`config.mk`:
```
export PLATFORM = sky130hd
export DESIGN_NAME = sync_debounce_edge
export DESIGN_NICKNAME = d
export VERILOG_FILES = /design/src/rtl/sync_debounce_edge.sv
export SDC_FILE = /design/constraint.sdc
export NUM_CORES = 1
export LEC_CHECK = 0
export CAP_MARGIN = 25
export CORE_AREA = 2 2 39 41
export CTS_BUF_LIST = sky130_fd_sc_hd__clkbuf_8 sky130_fd_sc_hd__clkbuf_16
export CTS_CLUSTER_DIAMETER = 40
export DETAILED_ROUTE_END_ITERATION = 8
export DIE_AREA = 0 0 41 43
export SLEW_MARGIN = 20
export SYNTH_ARGS = -nofsm -noshare
export SYNTH_HDL_FRONTEND = slang
export SYNTH_SLANG_ARGS = --single-unit
```
`constraint.sdc`:
```
create_clock -name clk -period 2.4 [get_ports clk]
set_input_delay 0.48 -clock clk [delete_from_list [all_inputs] [get_ports clk]]
set_output_delay 0.48 -clock clk [all_outputs]
set_load 0.03 [all_outputs]
```
`src/rtl/sync_debounce_edge.sv`:
```
// sync_debounce_edge: synchronize and debounce one raw input into a clean level plus one-cycle rise/fall pulses
//   clk   rising-edge clock
//   rst   synchronous active-high reset
//   din   raw asynchronous input
//   level debounced level (registered)
//   rise  one-cycle pulse on debounced 0->1 (registered)
//   fall  one-cycle pulse on debounced 1->0 (registered)
module sync_debounce_edge #(
    parameter int SYNC_STAGES     = 2,
    parameter int DEBOUNCE_CYCLES = 4,
    parameter int CNT_W           = 3
) (
    input  logic clk,
    input  logic rst,
    input  logic din,
    output logic level,
    output logic rise,
    output logic fall
);
    typedef enum logic [1:0] {ST_LOW, ST_WAIT_H, ST_HIGH, ST_WAIT_L} state_t;
    localparam logic [CNT_W-1:0] LAST = CNT_W'(DEBOUNCE_CYCLES - 1);
    localparam logic [CNT_W-1:0] ONE  = CNT_W'(1);
    logic [SYNC_STAGES-1:0] sync_q;
    state_t                 state_q, state_d;
    logic [CNT_W-1:0]       cnt_q, cnt_d;
    logic                   level_q, level_d, rise_q, rise_d, fall_q, fall_d;
    logic                   syn;
    assign syn   = sync_q[SYNC_STAGES-1];
    assign level = level_q;
    assign rise  = rise_q;
    assign fall  = fall_q;
    always_ff @(posedge clk) begin
        if (rst) begin
            sync_q  <= '0;
            state_q <= ST_LOW;
            cnt_q   <= '0;
            level_q <= 1'b0;
            rise_q  <= 1'b0;
            fall_q  <= 1'b0;
        end else begin
            sync_q  <= {sync_q[SYNC_STAGES-2:0], din};
            state_q <= state_d;
            cnt_q   <= cnt_d;
            level_q <= level_d;
            rise_q  <= rise_d;
            fall_q  <= fall_d;
        end
    end
    // cnt counts consecutive cycles syn has disagreed with the accepted level
    always_comb begin
        state_d = state_q;
        cnt_d   = '0;
        level_d = level_q;
        rise_d  = 1'b0;
        fall_d  = 1'b0;
        case (state_q)
            ST_LOW: begin
                state_d = syn ? ST_WAIT_H : ST_LOW;
                cnt_d   = syn ? ONE : '0;
            end
            ST_WAIT_H: begin
                if (!syn) begin
                    state_d = ST_LOW;
                end else if (cnt_q == LAST) begin
                    state_d = ST_HIGH;
                    level_d = 1'b1;
                    rise_d  = 1'b1;
                end else begin
                    cnt_d = cnt_q + ONE;
                end
            end
            ST_HIGH: begin
                state_d = syn ? ST_HIGH : ST_WAIT_L;
                cnt_d   = syn ? '0 : ONE;
            end
            ST_WAIT_L: begin
                if (syn) begin
                    state_d = ST_HIGH;
                end else if (cnt_q == LAST) begin
                    state_d = ST_LOW;
                    level_d = 1'b0;
                    fall_d  = 1'b1;
                end else begin
                    cnt_d = cnt_q + ONE;
                end
            end
            default: begin
                state_d = ST_LOW;
                level_d = 1'b0;
            end
        endcase
    end
endmodule

```
# Word-level counts from Yosys, hierarchy flattened
# Cells that the tools add are included.
[classes]
n_bitwise = 3
n_reduce_logical = 6
n_eq_ne = 10
mux = 19
add_sub_neg = 1
[ops]
columns = ["operator", "count"]
rows = [
  ["3-bit case mux with 4 select lines", 1],
  ["1-bit two-way mux", 9],
  ["3-bit two-way mux", 3],
  ["2-bit two-way mux", 4],
  ["2-bit inequality test, second input constant", 4],
  ["2-bit case mux with 4 select lines", 1],
  ["3-bit inequality test, second input constant", 2],
  ["3-bit OR reduction", 2],
  ["5-bit AND reduction", 1],
  ["2-bit equality test, second input constant", 2],
  ["3-bit by 1-bit adder with 3-bit output, second input constant", 1],
  ["3-bit by 2-bit equality test with 1-bit output, second input constant", 1],
  ["1-bit NOT", 3],
  ["2-bit by 1-bit equality test with 1-bit output, second input constant", 1],
  ["2-bit zero test", 1],
  ["1-bit case mux with 2 select lines", 1],
  ["2-bit AND reduction", 1],
  ["2-bit nonzero test", 1],
]
[totals]
in_bits = 3
register_bits = 10

# Logic depth before layout (Yosys ltp)
# Gate-level depths: netlist of the first run.
[logic_depth]
ltp_word = 4
mapped_depth = 4
mapped_depth_nobuf = 4

# Least setup slack after synthesis of the first run
# Ideal clock, no wire load.
[synth_timing]
kind = "register -> register"
from = "register cnt_q[0]"
to = "register cnt_q[0]"
path_stages_with_launch = 5
setup_time_ps = 70
path_slack_ps = 1326
t_required_ps = 2330
arrival_ps = 1004
path_cell_list = "dfxtp_1 > ha_1 > and3b_1 > nor3b_2 > a21boi_1"
[synth_between]
elab_chain_len = 4
elab_cells_between_ends = 6
classes_between = "add/sub: 1; eq/ne: 1; mux: 4"
[synth_rtl]
columns = ["element", "line_no", "source"]
rows = [
  ["start: declaration", "25", "logic [CNT_W-1:0] cnt_q, cnt_d;"],
  ["start signal: assignment", "43", "cnt_q <= cnt_d;"],
  ["3-bit by 1-bit adder with 3-bit output or 3-bit by 2-bit equality test with 1-bit output (tied branches)", "n/a", ""],
  ["3-bit two-way mux (*)", "64, 79", ""],
  ["3-bit two-way mux (on tied branches)", "77, 62", ""],
  ["3-bit case mux with 4 select lines (*)", "56", "case (state_q)"],
]
# Mark *: on every way between the ends. The rest lies on a longest branch, timed or not.
# A chain may end at the register's enable or synchronous reset.

# Worst setup path after layout of the first run
[layout_timing]
from = "register level_q (netlist: level)"
to = "output level"
[layout_rtl]
columns = ["element", "line_no", "source"]
rows = [
  ["start: declaration", "26", "logic level_q, level_d, rise_q, rise_d, fall_q, fall_d;"],
  ["start signal: assignment", "44", "level_q <= level_d;"],
  ["end: declaration", "16", "output logic level,"],
]
# No word-level cell between the ends.

==> out/qor.txt, run 1 <==
CP required: 1920 ps
DRC Markers: 0
First DRT Iteration DRCs: 7
Post-Synthesis Cells: 32
Yosys cell types: 17
RSZ-0062 raised after global routing: false
VDD IR-drop max: 273.1 µV
Switching portion of total power: 0.2020
Mapped Area: 350.3 µm²
RR Endpoint: cnt_q[0]$_SDFF_PP0_
Routed WL: 516 µm
Io pins: 6
Critical-path top delay cell: clkdlybuf4s50_1
Register area share after synthesis: 0.5714
CTS Buffer Depth: 2
Max FO, Critical Path: 3
Post-route antenna net violation count: 0
CTS tree: done
Internal: 294.4 µW
Layout area overhead: 31.79%
NetSw: 74.52 µW
Vias in the first global route: 223
Status: finished, final reports clean
Drt wl/cell: 9.214 µm
Synth Warn #: 0
Final hold slack: 433.9 ps
Worst path depth: 1
CTS Hold Buffers Added: 0
Layout cells sized above 1: 0.1250
Largest net degree at the start of global routing: 10
Layout Utilization: 0.3336
Syn avg cell area: 10.95 µm²
Dpl hpwl: 364.9 µm
CP Class: flip-flop to output pin
Setup_tns: 0 ps
# setup viols final: 0
Count leader, synth: dfxtp_1
Combinational power share: 0.068
Total grt overflow: 0
Crit Reg-Reg Startpoint: cnt_q[0]$_SDFF_PP0_
Num CTS Buffers: 3
Hold Path Class: flip-flop to flip-flop
R2R setup slack: 1250 ps
Placed cell area: 420.4 µm²
Vias/cell: 4.304
Syn nets: 36
HP Start: sync_q[0]$_SDFF_PP0_
Vias: 241
Cells along the critical path: clkdlybuf4s50_1
Ant diodes: 0
Htree depth: 1
Post-cts gate resize count: 0
Lkg Pwr: 0.0001712 µW
Critical Path Sink Type: output pin
Die area: 1763 µm²
Register-to-Register Path Depth: 4
CP arrival: 1240 ps
Cell taking the most area after synthesis: dfxtp_1
Flop pwr share: 0.477
P per Cell Area: 799.0 nW/µm²
Pwr Total: 368.9 µW
Core area: 1384 µm²
Slew Limit Headroom: 0.7970
CP startpoint kind: flip-flop
Post-synth top area share: 0.5714
Synthesized flop and latch total: 10
Tcrit/Tclk final: 0.7184
Initial antenna violation count: 0
Worst hold stages: 1
Fin. Hold Viols: 0
Post-Layout Inst Area: 461.7 µm²
All-Layer GR Usage: 0.08696
Highest Clock Rate: 580.0 MHz
Final Critical Period: 1724 ps
Rows: 14
Post-CTS Setup Inserts: 0
Post-synth EDFFs: 0
Clk sinks: 10
Die Ht: 43 µm
Root buffer cell: clkbuf_8
Tightest Pin Transition: 303.6 ps
Buf/Inv on CP: 1
Die span in x: 41 µm
Max Transition Viols Final: 0
Leading post-synthesis cells by cell area: dfxtp_1 57%, nor4b_1 5.0%, nand3b_1 4.3%
DRT Pass-1 Iters: 3
Placer's final routability congestion estimate: 0.7036
Clock Skew: 3.103 ps
Main synth FF type: dfxtp_1
First-pass GRT wire length: 931 µm
Slowest Stage Delay on Critical Path: 680 ps
Clock share of power: 0.455
Layout Nets: 46
Skew-Pair Late Insertion Delay: 230 ps
Cell family with most CP delay: buffers and inverters
IO buf count: 5
Max cap viols: 0
Reg clk slew, reported paths: 40 ps
Worst Hold Path EP: sync_q[1]$_SDFF_PP0_
Initial core utilization: 0.2532
Ys async rst share: 0
[area by class of cell]
class | count | area (µm²)
clock buffers | 3 | 41.29
fillers | 143 | 922.1
inverters | 1 | 3.754
multi-input cells | 21 | 146.4
flip-flops and latches | 10 | 200.2
well taps | 16 | 20.02
repair buffers | 5 | 50.05
[stage by stage]
step | worst slack (ps) | std cells
floorplan | 1326 | 32
global placement | 856.0 | 53
detailed placement | 842.5 | 53
CTS | 662.4 | 56
global route | 640.3 | 56
finish | 675.9 | 56
[routing by layer]
layer | global-route usage | share of wire
met4 | 0.1000 | 0.037
met2 | 0.08125 | 0.38
met5 | 0 | 0
met3 | 0.04712 | 0.066
met1 | 0.1184 | 0.51
[flip-flops by register name, summed over array words and instances, names as in the netlist, named ones only]
signal / count
cnt_q: 3
sync_q: 2
fall: 1
level: 1
rise: 1
state_q: 1
[power by group through the flow]
stage	clock, µW	sequential, µW	combinational [µW]
global route	181	177	26.8
detailed placement	0	179	25.4
global placement	0	179	25.1
floorplan	0	184	7.76
CTS	174	176	25.4
finish	168	176	25.1
[worst max path at each step]
stage	from	end	slack [ps]
finish	level$_SDFFE_PP0P_	level	680
global placement	rst	level$_SDFFE_PP0P_	860
global route	level$_SDFFE_PP0P_	level	640
detailed placement	rst	level$_SDFFE_PP0P_	840
CTS	level$_SDFFE_PP0P_	level	660
floorplan	cnt_q[0]$_SDFF_PP0_	cnt_q[0]$_SDFF_PP0_	1330
[cells in the final DEF (no fill, tap or decap)]
cell	count
nor3b_2	1
a21boi_1	1
nand3b_1	2
inv_1	1
nor2_1	1
xor2_1	1
nor3b_1	1
clkbuf_8	3
a21oi_1	2
nor2b_1	2
nand2_1	2
dfxtp_1	10
and3b_1	1
or2_2	1
clkdlybuf4s50_1	5
o22ai_1	1
o21ai_0	2
nor4b_1	2
ha_1	1
[cell families after synthesis]
family / count (synthesis) / share of synthesized area
buffers and inverters: 1 / 0.01070
adders and majority gates: 1 / 0.03571
AOI/OAI and AO/OA: 6 / 0.09645
and+or+nand+nor: 13 / 0.2607
xor gates and xnor gates: 1 / 0.02500
DFF: 10 / 0.5714
Note: power is estimated with default switching activity, not from simulation.
==> run 2, diff against run 1 <==
clock period = 1.4 ns   (was 2.4 ns; I/O delays follow)
==> out/qor.txt, run 2 (synthesis results as in run 1) <==
Fin. Hold Viols: 0
Setup_tns: 0 ps
Io pins: 6
P per Cell Area: 1359 nW/µm²
Htree depth: 1
Tcrit/Tclk final: 0.8844
CTS tree: done
Skew-Pair Late Insertion Delay: 230 ps
Final Critical Period: 1238 ps
Highest Clock Rate: 807.7 MHz
Vias/cell: 4.321
Ant diodes: 0
Layout cells sized above 1: 0.1250
VDD IR-drop max: 416.0 µV
Largest register FFs: 3
Largest registers: cnt_q (3), sync_q (2)
Dpl hpwl: 378.2 µm
CP Class: flip-flop to output pin
Die Ht: 43 µm
Lkg Pwr: 0.0001848 µW
# setup viols final: 0
Vias in the first global route: 239
CTS Buffer Depth: 2
Vias: 242
Tightest Pin Transition: 307.7 ps
Drt wl/cell: 9.232 µm
Slowest Stage Delay on Critical Path: 400 ps
Root buffer cell: clkbuf_8
Clk sinks: 10
CP arrival: 960 ps
All-Layer GR Usage: 0.08468
IO buf count: 5
Cell family with most CP delay: buffers and inverters
Hold Path Class: flip-flop to flip-flop
Commonest cells after routing, fill and taps aside: 10 x dfxtp_1, 3 x clkbuf_8, 3 x dlygate4sd2_1
First-pass GRT wire length: 903 µm
Slew Limit Headroom: 0.7942
Buf/Inv on CP: 1
Rows: 14
Clock Skew: 0.9836 ps
First DRT Iteration DRCs: 9
Total grt overflow: 0
Initial antenna violation count: 0
Status: finished, final reports clean
Layout area overhead: 30.71%
CP startpoint kind: flip-flop
Num CTS Buffers: 3
Layout Utilization: 0.3309
Top reg by flops: cnt_q
RSZ-0062 raised after global routing: false
Die span in x: 41 µm
Placer's final routability congestion estimate: 0.6966
Initial core utilization: 0.2532
Critical Path Sink Type: output pin
Reg clk slew, reported paths: 40 ps
DRC Markers: 0
Max FO, Critical Path: 3
Critical-path top delay cell: dlygate4sd2_1
Max cap viols: 0
Max Transition Viols Final: 0
Layout Nets: 46
Cells along the critical path: dlygate4sd2_1
CP required: 1120 ps
Core area: 1384 µm²
Die area: 1763 µm²
Post-route antenna net violation count: 0
Routed WL: 517 µm
Largest net degree at the start of global routing: 10
DRT Pass-1 Iters: 4
Commonest non-fill, non-tap cell in the layout: dfxtp_1
==> run 2: power by group <==
group / internal [µW] / switching [µW]
Clock: 187 / 94.1
Combinational: 18.6 / 21.3
Sequential: 295 / 6.10
==> run 2: what timing repair did <==
action / 4_1_cts / 5_1_grt
setup endpoints to repair: 3 / 0
endpoints found under the hold margin: 0 / 0
buffers inserted: 0 / 0
hold buffers: 0 / 0
resized for setup: 3 / 0
==> run 2: area by class of cell <==
| class | instances | area, µm² |
|---|---|---|
| clock buffers | 3 | 41.29 |
| well taps | 16 | 20.02 |
| multi-input cells | 21 | 146.4 |
| repair buffers | 5 | 46.29 |
| inverters | 1 | 3.754 |
| flip-flops and latches | 10 | 200.2 |
| fillers | 141 | 925.9 |
==> run 2: per-layer routing <==
metal / part of all wire / GRT usage
met5: 0 / 0
met4: 0 / 0.08000
met3: 0.054 / 0.06283
met2: 0.48 / 0.1031
met1: 0.46 / 0.08795
==> run 2: path summary, 6_finish.rpt <==
| check | startpoint | endpoint | slack [ps] | depth (start not counted) |
|---|---|---|---|---|
| setup / recovery | level$_SDFFE_PP0P_ | level | 160 | 1 |
| hold / removal | sync_q[0]$_SDFF_PP0_ | sync_q[1]$_SDFF_PP0_ | 440 | 1 |
| setup reg to reg | cnt_q[0]$_SDFF_PP0_ | cnt_q[0]$_SDFF_PP0_ | 230 | 4 |
| hold reg to reg | sync_q[0]$_SDFF_PP0_ | sync_q[1]$_SDFF_PP0_ | 440 | 1 |
==> run 2: through the flow <==
stage / setup WS, ps / hold WS (ps) / instances / power (µW) / area (µm²)
CTS: 146.0 / 441.7 / 56 / 633.8 / 457.9
finish: 161.9 / 436.5 / 56 / 622.3 / 457.9
global route: 119.1 / 462.3 / 56 / 652.8 / 457.9
global placement: 40.43 / 419.5 / 53 / 350.2 / 420.4
floorplan: 326.1 / 349.1 / 32 / 329.2 / 350.3
detailed placement: 30.89 / 431.8 / 53 / 350.5 / 420.4
==> run 3, diff against run 2 <==
CTS_CLUSTER_DIAMETER = 200   (was 40)
==> results of run 3 <==
No change in the layout: final DEF, timing and power equal those of run 2.
